==> src/rtl/score_display_pkg.sv <==
// Shared constants and types for the BCD score display: active-low segment
// patterns ({g,f,e,d,c,b,a}) and the converter FSM state encoding.
package score_display_pkg;

    localparam logic [6:0] SEG_BLANK = 7'b1111111;
    localparam logic [6:0] SEG_DASH  = 7'b0111111;

    localparam logic [6:0] SEG_DIGIT [0:9] = '{
        7'b1000000, 7'b1111001, 7'b0100100, 7'b0110000, 7'b0011001,
        7'b0010010, 7'b0000010, 7'b1111000, 7'b0000000, 7'b0010000
    };

    typedef enum logic [1:0] {
        IDLE,
        CONVERT,
        COMMIT
    } state_t;

endpackage

==> src/rtl/bcd_seg_decode.sv <==
// Combinational BCD digit to active-low 7-segment decoder; any nibble above 9
// produces a blank display.
module bcd_seg_decode
    import score_display_pkg::*;
(
    input  logic [3:0] bcd,
    output logic [6:0] seg
);

    always_comb begin
        seg = SEG_BLANK;
        case (bcd)
            4'd0:    seg = SEG_DIGIT[0];
            4'd1:    seg = SEG_DIGIT[1];
            4'd2:    seg = SEG_DIGIT[2];
            4'd3:    seg = SEG_DIGIT[3];
            4'd4:    seg = SEG_DIGIT[4];
            4'd5:    seg = SEG_DIGIT[5];
            4'd6:    seg = SEG_DIGIT[6];
            4'd7:    seg = SEG_DIGIT[7];
            4'd8:    seg = SEG_DIGIT[8];
            4'd9:    seg = SEG_DIGIT[9];
            default: seg = SEG_BLANK;
        endcase
    end

endmodule

==> src/rtl/score_bcd_display.sv <==
// Binary score to NUM_DIGITS BCD digits and 7-segment patterns, using an
// iterative shift-and-add-3 converter. Build option: SCORE_LEADING_ZERO_BLANK_EN.
module score_bcd_display
    import score_display_pkg::*;
#(
    parameter int DATA_W     = 8,
    parameter int NUM_DIGITS = 3
)
(
    input  logic                      Clck,
    input  logic                      reset,
    input  logic [DATA_W-1:0]         Data_In,
    input  logic                      load,
    output logic                      ready,
    output logic                      done,
    output logic                      overflow,
    output logic [4*NUM_DIGITS-1:0]   bcd_out,
    output logic [7*NUM_DIGITS-1:0]   hex_out
);

    localparam int BCD_W = 4 * NUM_DIGITS;
    localparam int HEX_W = 7 * NUM_DIGITS;
    localparam int CNT_W = $clog2(DATA_W + 1);
    localparam logic [CNT_W-1:0] LAST_ITER = CNT_W'(DATA_W - 1);
    localparam logic [31:0]      OVF_LIMIT = 32'(10 ** NUM_DIGITS);

    function automatic logic [HEX_W-1:0] hex_reset_value();
        logic [HEX_W-1:0] v;
        for (int i = 0; i < NUM_DIGITS; i++) begin
            v[7*i +: 7] = SEG_DIGIT[0];
`ifdef SCORE_LEADING_ZERO_BLANK_EN
            if (i != 0) v[7*i +: 7] = SEG_BLANK;
`endif
        end
        return v;
    endfunction

    localparam logic [HEX_W-1:0] HEX_RST = hex_reset_value();

    // Double-dabble correction: any nibble that would reach 10+ after the
    // next shift gets 3 added first.
    function automatic logic [BCD_W-1:0] add3(input logic [BCD_W-1:0] v);
        logic [BCD_W-1:0] r;
        r = v;
        for (int i = 0; i < NUM_DIGITS; i++) begin
            if (v[4*i +: 4] >= 4'd5) r[4*i +: 4] = v[4*i +: 4] + 4'd3;
        end
        return r;
    endfunction

    state_t            state, state_nxt;
    logic [DATA_W-1:0] bin_q;
    logic [BCD_W-1:0]  bcd_q;
    logic [CNT_W-1:0]  cnt_q;
    logic              ovf_q;

    logic [BCD_W-1:0]  bcd_adj;
    logic [BCD_W-1:0]  bcd_step;
    logic [6:0]        seg_dig [NUM_DIGITS];
    logic [HEX_W-1:0]  hex_next;
    logic              last_iter;
`ifdef SCORE_LEADING_ZERO_BLANK_EN
    logic              lz;
`endif

    assign bcd_adj   = add3(bcd_q);
    assign bcd_step  = {bcd_adj[BCD_W-2:0], bin_q[DATA_W-1]};
    assign last_iter = (state == CONVERT) && (cnt_q == LAST_ITER);

    for (genvar g = 0; g < NUM_DIGITS; g++) begin : g_dec
        bcd_seg_decode u_dec (
            .bcd (bcd_step[4*g +: 4]),
            .seg (seg_dig[g])
        );
    end

    always_comb begin
        hex_next = '0;
`ifdef SCORE_LEADING_ZERO_BLANK_EN
        lz = 1'b1;
        for (int i = NUM_DIGITS - 1; i >= 0; i--) begin
            lz = lz & (bcd_step[4*i +: 4] == 4'd0);
            if (ovf_q)
                hex_next[7*i +: 7] = SEG_DASH;
            else if (lz && (i != 0))
                hex_next[7*i +: 7] = SEG_BLANK;
            else
                hex_next[7*i +: 7] = seg_dig[i];
        end
`else
        for (int i = 0; i < NUM_DIGITS; i++) begin
            hex_next[7*i +: 7] = ovf_q ? SEG_DASH : seg_dig[i];
        end
`endif
    end

    always_ff @(posedge Clck or posedge reset) begin
        if (reset) state <= IDLE;
        else       state <= state_nxt;
    end

    always_comb begin
        state_nxt = state;
        case (state)
            IDLE:    if (load) state_nxt = CONVERT;
            CONVERT: if (cnt_q == LAST_ITER) state_nxt = COMMIT;
            COMMIT:  state_nxt = IDLE;
            default: state_nxt = IDLE;
        endcase
    end

    always_comb begin
        ready = (state == IDLE);
        done  = (state == COMMIT);
    end

    // Output registers load on the final iteration edge so they are already
    // valid during the COMMIT cycle, aligned with the done pulse.
    always_ff @(posedge Clck or posedge reset) begin
        if (reset) begin
            bin_q    <= '0;
            bcd_q    <= '0;
            cnt_q    <= '0;
            ovf_q    <= 1'b0;
            bcd_out  <= '0;
            hex_out  <= HEX_RST;
            overflow <= 1'b0;
        end else begin
            if ((state == IDLE) && load) begin
                bin_q <= Data_In;
                bcd_q <= '0;
                cnt_q <= '0;
                ovf_q <= (32'(Data_In) >= OVF_LIMIT);
            end
            if (state == CONVERT) begin
                bin_q <= bin_q << 1;
                bcd_q <= bcd_step;
                cnt_q <= cnt_q + 1'b1;
            end
            if (last_iter) begin
                bcd_out  <= bcd_step;
                hex_out  <= hex_next;
                overflow <= ovf_q;
            end
        end
    end

endmodule

==> config.mk <==
export PLATFORM = sky130hd
export DESIGN_NAME = score_bcd_display
export DESIGN_NICKNAME = d
export VERILOG_FILES = /design/src/rtl/score_display_pkg.sv /design/src/rtl/bcd_seg_decode.sv /design/src/rtl/score_bcd_display.sv
export SDC_FILE = /design/constraint.sdc
export NUM_CORES = 1
export LEC_CHECK = 0
export ABC_AREA = 0
export CAP_MARGIN = 10
export CORE_UTILIZATION = 30
export DETAILED_ROUTE_END_ITERATION = 6
export DONT_BUFFER_PORTS = 1
export SLEW_MARGIN = 20
export SYNTH_ARGS = -nofsm -noshare
export SYNTH_HDL_FRONTEND = slang
export SYNTH_HIERARCHICAL = 1
export SYNTH_SLANG_ARGS = --single-unit
==> constraint.sdc <==
create_clock -name Clck -period 2.7 [get_ports Clck]
set_input_delay 0.135 -clock Clck [delete_from_list [all_inputs] [get_ports Clck]]
set_output_delay 0.135 -clock Clck [all_outputs]
set_load 0.05 [all_outputs]
---- Word-level counts from Yosys, hierarchy flattened ----
Memories as Yosys holds them, arrays and structs flattened. A register that Yosys moved wholly into a read port is not among the register bits.
Cells that the tools add are included.
word-level totals
  input bits .............................. 11
  register bits after elaboration ......... 38
  memories kept ........................... 3
  word-level logic and storage cells ...... 37
  ROM bits ................................ 336
  output and inout port bits .............. 36
memory list
  memory            words  width  rd ports  clocked after memory_dff  wr ports  RTL line              RTL
  (name not given)  16     7      1         1                         0         bcd_seg_decode.sv:12  case (bcd)
  (name not given)  16     7      1         1                         0         bcd_seg_decode.sv:12
  (name not given)  16     7      1         1                         0         bcd_seg_decode.sv:12
operators by class
  equality and inequality tests ........... 5
  reductions and logical operators ........ 5
  magnitude comparators ................... 3
  add/subtract/negate cells ............... 4
  multiplexer cells ....................... 12
operator list
  kind                 number
  $mux 12              2
  $mux 4               4
  $mux 8               2
  $ge 4x3->1 const B   3
  $add 4x2->4 const B  2
  $add 4x1->4 const B  1
  $eq 4x3->1 const B   1
  $mux 2               2
  $pmux 2 s2           1
  $add 3x2->3 const B  1
  $mux 3               1
  $eq 2x1->1 const B   1
  $eq 2x2->1 const B   1
  $logic_and 1x1->1    2
  $logic_not 2->1      1
  $ne 2x1->1 const B   1
  $ne 2x2->1 const B   1
  $reduce_and 2->1     1
  $reduce_bool 2->1    1

---- Longest topological paths before layout ----
Gate-level depths: netlist of run 1.
  word-level depth ........................ 4
  depth in mapped cells ................... 11
  gate-level depth less buffers ........... 11

---- Modules after synthesis ----
The synthesis of run 1 kept the hierarchy.
modules (own cells, without submodules)
  module             times used  sequential area each (sq um)  area each (sq um)  cells an instance
  score_bcd_display  1           1480.2                        2633.8             217
  bcd_seg_decode     3           0.0                           210.2              33

---- Worst setup path before layout of run 1 ----
No wires, ideal clock.
  path type ............................... reg-to-reg
  start ................................... register bcd_q[4]
  end ..................................... register hex_out[10]
  setup time .............................. 0.125 ns
  stages on the path, launching flop included .. 11
  required time ........................... 2.575 ns
  period minus slack after synthesis ...... 2.351 ns
  setup slack ............................. 0.349 ns
  arrival ................................. 2.227 ns
  path buffers ............................ 0
  path through ............................ dfrtp_1 > ha_1 > nand2b_1 > a21oi_1 > xnor2_1 > inv_1 > ha_1 > or2_1 > a21oi_2 > a31oi_1 > mux2_2
on the way
  word-level cells in the longest chain between the ends .. 2
  elaborated cells between the ends (all ways) .. 3
  those cells by class .................... 1 x add/sub; 1 x order compare; 1 x mux
RTL lines
  item                                              RTL line                  RTL
  from (decl)                                       score_bcd_display.sv:53   logic [BCD_W-1:0] bcd_q;
  from (signal assigned)                            score_bcd_display.sv:137  bcd_q <= bcd_step;
  $add 4x2->4 / $ge 4x3->1 (equally long branches)  score_bcd_display.sv:46   if (v[4*i +: 4] >= 4'd5) r[4*i +: 4] = v[4*i +: 4] + 4'd3;
  $mux 4 (*)                                        score_bcd_display.sv:46
  named net bcd_adj[4]                              score_bcd_display.sv:57   logic [BCD_W-1:0] bcd_adj;
  to (decl)                                         score_bcd_display.sv:18   output logic [7*NUM_DIGITS-1:0] hex_out
The timed path passes the listed nets; every way through them passes the cells marked *.
A chain may end at the register's enable or synchronous reset.

---- Final worst setup path of run 1 ----
  start ................................... register bcd_q[1]
  end ..................................... register hex_out[0]
on the way
  word-level cells in the longest chain between the ends .. 2
  elaborated cells between the ends (all ways) .. 3
  those cells by class .................... 1 x add/sub; 1 x order compare; 1 x mux
RTL lines
  item                  RTL line
  $ge 4x3->1            score_bcd_display.sv:46
  $mux 4                score_bcd_display.sv:46
  named net bcd_adj[0]  score_bcd_display.sv:57
The timed path passes the listed nets, and every way through them passes these cells.

==> flow_metrics.env, run 1 <==
export IMPL_status="finished clean"
export IMPL_crit_start="bcd_q[1]$_DFFE_PP0P_"
export IMPL_syn2layout_area_growth_pct=13.4
export IMPL_hold_end="bin_q[1]$_DFFE_PP0P_"
export IMPL_n_fill_cell=1057
export IMPL_grt_first_pass_wirelength_um=11500
export IMPL_setup_viol=0
export IMPL_drive_gt1_share_pct=20.8
export IMPL_cap_violations=0
export IMPL_grt_max_degree=60
export IMPL_multi_input_area_um2=1610
export IMPL_wl_per_cell_um=14.1
export IMPL_period_needed_ns=2.33
export IMPL_clk_pin_slew_ns=0.07
export IMPL_initial_core_util_pct=31.3
export IMPL_cts_root_buf="clkbuf_8"
export IMPL_ys_warn_count=6
export IMPL_grt_usage_pct=13.1
export IMPL_r2r_end="hex_out[0]$_DFFE_PP0P_"
export IMPL_finalHoldViolations=0
export IMPL_clock_sinks=59
export IMPL_finalMaxSlewViolations=0
export IMPL_post_synth_num_cell_types=29
export IMPL_grt_overflow=0
export IMPL_synth_fp_nets=349
export IMPL_worstReg2RegStart="bcd_q[1]$_DFFE_PP0P_"
export IMPL_die_w_um=106
export IMPL_antenna_found_initial=0
export IMPL_cts_buffers=9
export IMPL_core_region_area_um2=10400
export IMPL_num_antenna_cells=0
export IMPL_ys_seq_area_share_pct=45.3
export IMPL_ant_nets=0
export IMPL_tightest_slew_ns=0.875
export IMPL_critPathMaxFanout=4
export IMPL_htree_levels=3
export IMPL_cp_arrival_ns=2.55
export IMPL_drcViolationCount=0
export IMPL_dp_hpwl_um=4410
export IMPL_port_buffers=0
export IMPL_avgSynthCellArea_um2=10.3
export IMPL_final_core_util_pct=35.5
export IMPL_slew_headroom_pct=41.5
export IMPL_tns_ns=0
export IMPL_synth_seq_cells=59
export IMPL_required_ns=2.92
export IMPL_clock_insertion_delay_worst_skew_ns=0.34
export IMPL_reg2reg_depth=11
export IMPL_io_pins=47
export IMPL_die_area_um2=11300
export IMPL_tritoncts="done"
export IMPL_cp_end_kind="flip-flop"
export IMPL_critPathLaunchType="flip-flop"
export IMPL_regToRegSetupSlack_ns=0.37
export IMPL_final_nets=365
export IMPL_grt_pass1_vias=2331
export IMPL_path_class="flip-flop to flip-flop"
export IMPL_dr_pass1_iters=4
export IMPL_rsz0062_at_grt="false"
export IMPL_clk_path_buf_depth=2
export IMPL_regArea_um2=1480
export IMPL_synthesis_area_um2=3260
export IMPL_hold_path_startpoint="Data_In[1]"
export IMPL_skew_ns=0.00865
export IMPL_die_h_um=106
export IMPL_fmax_mhz=429
export IMPL_wirelength_um=6650
export IMPL_finalCritPeriodShare_pct=86.4
export IMPL_via_per_inst=4.79
export IMPL_hp_class="input pin to flip-flop"
export IMPL_hold_path_depth=2
export IMPL_syn_inst=316
export IMPL_via_count=2267
export IMPL_rows=37
export IMPL_drt_iter0_drc=86
export IMPL_gp_congestion=0.760
## worst max path at each step
stage	endpoint	slack, ns	cells after the start
finish	hex_out[0]$_DFFE_PP0P_	0.37	11
global route	hex_out[8]$_DFFE_PP0P_	0.18	10
CTS	hex_out[0]$_DFFE_PP0P_	0.36	11
detailed placement	hex_out[3]$_DFFE_PP0P_	0.38	11
global placement	hex_out[7]$_DFFE_PP0P_	0.41	10
floorplan	hex_out[10]$_DFFE_PP0P_	0.35	10
## layout by cell type, fill, tap and decap left out, types with 10 or more instances in the layout
cell type / synthesis / final
a21oi_1: 18 / 18
a22o_1: 15 / 15
buf_4: 1 / 15
clkbuf_8: 0 / 10
dfrtp_1: 56 / 56
ha_1: 22 / 22
inv_1: 16 / 15
mux2_2: 31 / 31
nand2_1: 20 / 20
nand2b_1: 18 / 18
nor2_1: 24 / 24
nor2b_1: 11 / 11
o21ai_0: 31 / 31
## flip-flops by register name (all words and copies together) (netlist names)
register,cells
hex_out,21
bcd_out,12
bcd_q,12
bin_q,8
cnt_q,4
state,2
## cell type report
type / instances / area share (%)
sequential: 59 / 40.0
clock buffer: 10 / 3.72
tap: 136 / 4.60
inverter: 16 / 1.62
multi-input combinational: 224 / 43.4
timing repair buffer: 22 / 4.93
clock inverter: 6 / 1.76
## metal layers
metal / vias to the layer above / part of all wire [%] / GRT usage, %
li1: 1113 / - / -
met1: 1102 / 46 / 15.6
met2: 44 / 48 / 21.9
met3: 8 / 4.6 / 4.60
met4: 0 / 1.2 / 4.46
met5: - / 0 / 0
## stage by stage
step | cells | setup WS (ns) | hold slack (ns) | cell area (µm²)
after floorplan | 316 | 0.349 | 0.328 | 3260
after global placement | 450 | 0.410 | 0.298 | 3430
after detailed placement | 450 | 0.376 | 0.317 | 3430
after CTS | 473 | 0.358 | 0.00328 | 3700
after global routing | 473 | 0.181 | 0.00610 | 3700
final | 473 | 0.367 | 0.0169 | 3700
## critical path, cell delays in order, from the launching register on
cell      delay (ns)
dfrtp_1         0.41
inv_1           0.11
ha_1            0.20
nand2b_1        0.09
a21oi_1         0.25
xnor2_1         0.17
inv_1           0.12
ha_1            0.19
or2_1           0.21
a21oi_2         0.16
nor2_1          0.06
mux2_2          0.25
## synthesized netlist by cell type, drive strengths merged
cell / count / share of area (%)
dfrtp: 56 / 43
inv: 16 / 1.8
nor2: 24 / 2.8
xnor2: 3 / 0.81
a31oi: 6 / 1.1
dfstp: 3 / 2.4
mux2i: 3 / 0.92
a22oi: 7 / 1.6
o21ai: 31 / 4.8
a22o: 15 / 4.0
or2: 3 / 0.57
o21bai: 1 / 0.23
clkbuf: 6 / 0.69
or2b: 3 / 0.69
nor2b: 11 / 2.1
nand2: 20 / 2.3
mux2: 31 / 11
nor3: 2 / 0.65
ha: 22 / 8.4
buf: 11 / 2.9
a21oi: 21 / 3.6
nand3: 1 / 0.15
nand2b: 18 / 3.4
conb: 1 / 0.11
a21o: 1 / 0.23
## logic make-up (layout without fill, tap and decap cells)
logic type      after synthesis  count (layout)  synth area share [%]
compound gates               82              82                  15.6
simple gates                 82              82                  12.7
buf+inv                      33              54                  5.44
fa+ha+maj                    22              22                  8.43
mux                          34              34                  11.6
xor+xnor                      3               3                 0.805
other cells                   1               1                 0.115
flops                        59              59                  45.3
## timing repair
item,CTS,global route
gates resized for setup,0,0
hold endpoints to repair,62,0
hold buffers,7,0
setup buffers,0,0
Power of run 1 is not shown: default switching activity piles up to over one toggle a cycle in this logic, so the estimate is an artifact.
==> run 2: changes to the inputs <==
Settings changed: MAX_ROUTING_LAYER from default to met4.
==> run 2 against run 1 <==
Effect of this change:
- sequential cell count is the same
- critical path depth is the same
- die area is the same
- setup slack lost 0.0023 ns
- maximum frequency is essentially flat
- first-iteration DRC count grew 4.7%
- routed wire length grew 0.11%
- via count shrank 0.66%
==> flow_metrics.env, run 2 (synthesized netlist as in run 1, its figures left out) <==
export IMPL_critPathLaunchType="flip-flop"
export IMPL_die_area_um2=11300
export IMPL_hold_path_startpoint="Data_In[1]"
export IMPL_cp_slowest_stage_delay_ns=0.44
export IMPL_post_cts_resized=0
export IMPL_finalCritPeriodShare_pct=86.5
export IMPL_top_register="hex_out"
export IMPL_final_nets=365
export IMPL_drt_iter0_drc=90
export IMPL_via_count=2252
export IMPL_period_needed_ns=2.34
export IMPL_hold_path_depth=2
export IMPL_cts_root_buf="clkbuf_8"
export IMPL_wirelength_um=6660
export IMPL_largest_registers="hex_out x21, bcd_out x12, bcd_q x12"
export IMPL_drcViolationCount=0
export IMPL_required_ns=2.92
export IMPL_drive_gt1_share_pct=20.8
export IMPL_cts_buffers=9
export IMPL_r2r_end="hex_out[0]$_DFFE_PP0P_"
export IMPL_holdBufCountCts=7
export IMPL_final_core_util_pct=35.5
export IMPL_layout_commonest_cell="dfrtp_1"
export IMPL_wl_per_cell_um=14.1
export IMPL_grt_max_degree=60
export IMPL_htree_levels=3
export IMPL_io_pins=47
export IMPL_skew_ns=0.00722
export IMPL_dr_pass1_iters=4
export IMPL_crit_chain="inv_1 -> ha_1 -> nand2b_1 -> a21oi_1 -> xnor2_1 -> inv_1 -> ha_1 -> or2_1 -> a21oi_2 -> nor2_1 -> mux2_2"
export IMPL_status="finished clean"
export IMPL_critPathMaxFanout=5
export IMPL_tns_ns=0
export IMPL_initial_core_util_pct=31.3
export IMPL_path_class="flip-flop to flip-flop"
export IMPL_clk_pin_slew_ns=0.07
export IMPL_die_h_um=106
export IMPL_reg2reg_depth=11
export IMPL_via_per_inst=4.76
export IMPL_clock_sinks=59
export IMPL_largest_register_ffs=21
export IMPL_slew_headroom_pct=41.5
export IMPL_core_region_area_um2=10400
export IMPL_antenna_found_initial=0
export IMPL_hp_class="input pin to flip-flop"
export IMPL_grt_first_pass_wirelength_um=11500
export IMPL_regToRegSetupSlack_ns=0.36
export IMPL_dp_hpwl_um=4410
export IMPL_syn2layout_area_growth_pct=13.4
export IMPL_cts_setup_buffers=0
export IMPL_gp_congestion=0.770
export IMPL_finalHoldViolations=0
export IMPL_grt_pass1_vias=2335
export IMPL_grt_usage_pct=13.5
export IMPL_worstReg2RegStart="bcd_q[0]$_DFFE_PP0P_"
export IMPL_num_antenna_cells=0
export IMPL_tightest_slew_ns=0.875
export IMPL_finalMaxSlewViolations=0
export IMPL_setup_viol=0
export IMPL_grt_overflow=0
export IMPL_fmax_mhz=428
export IMPL_layout_common_cells="dfrtp_1 (56), mux2_2 (31), o21ai_0 (31)"
export IMPL_hold_end="bin_q[1]$_DFFE_PP0P_"
export IMPL_rsz0062_at_grt="false"
export IMPL_ant_nets=0
export IMPL_crit_slowest_cell="dfrtp_1"
export IMPL_cap_violations=0
export IMPL_cp_end_kind="flip-flop"
export IMPL_clk_path_buf_depth=2
export IMPL_rows=37
export IMPL_die_w_um=106
export IMPL_clock_insertion_delay_worst_skew_ns=0.34
export IMPL_n_fill_cell=1057
export IMPL_cp_arrival_ns=2.56
export IMPL_tritoncts="done"
export IMPL_port_buffers=0
==> run 2: how the worst max path moves through the flow <==
stage	startpoint	slack, ns	endpoint
final	bcd_q[0]$_DFFE_PP0P_	0.36	hex_out[0]$_DFFE_PP0P_
after global routing	bcd_q[0]$_DFFE_PP0P_	0.18	hex_out[8]$_DFFE_PP0P_
after CTS	bcd_q[1]$_DFFE_PP0P_	0.36	hex_out[0]$_DFFE_PP0P_
after detailed placement	bcd_q[1]$_DFFE_PP0P_	0.38	hex_out[3]$_DFFE_PP0P_
after global placement	bcd_q[4]$_DFFE_PP0P_	0.41	hex_out[7]$_DFFE_PP0P_
after floorplan	bcd_q[4]$_DFFE_PP0P_	0.35	hex_out[10]$_DFFE_PP0P_
==> run 2: layer usage <==
layer  track usage (%)  share of wire (%)
met5                 -                  0
met4              4.46               0.89
met1              15.6                 46
met2              21.9                 48
met3              4.60                4.8
==> run 2: layout make-up <==
type                    instances  area, µm²  area share [%]
inverters                      16       60.1            1.62
multi-input cells             224       1610            43.4
repair buffers                 22        183            4.93
well taps                     136        170            4.60
clock buffers                  10        138            3.72
flip-flops and latches         59       1480            40.0
clock inverters                 6       65.1            1.76
==> run 2: through the flow <==
| stage | setup slack (ns) | hold slack, ns | instance area [µm²] | instances |
|---|---|---|---|---|
| 2_1_floorplan | 0.349 | 0.328 | 3260 | 316 |
| 3_3_place_gp | 0.410 | 0.298 | 3430 | 450 |
| 3_5_place_dp | 0.376 | 0.317 | 3430 | 450 |
| 4_1_cts | 0.358 | 0.00328 | 3700 | 473 |
| 5_1_grt | 0.181 | 0.00610 | 3700 | 473 |
| 6_report | 0.365 | 0.0155 | 3700 | 473 |
==> run 2: critical path, delay by kind of cell, from the launching register on <==
| kind | cells | cell delay, ns |
|---|---|---|
| multiplexers | 1 | 0.25 |
| AND/OR/NAND/NOR | 3 | 0.36 |
| adder cells (fa/ha/maj) | 2 | 0.38 |
| buffers and inverters | 2 | 0.21 |
| AO/OA/AOI/OAI | 2 | 0.41 |
| XOR/XNOR | 1 | 0.18 |
| flip-flops | 1 | 0.44 |
Power of run 2 is left out for the same reason.
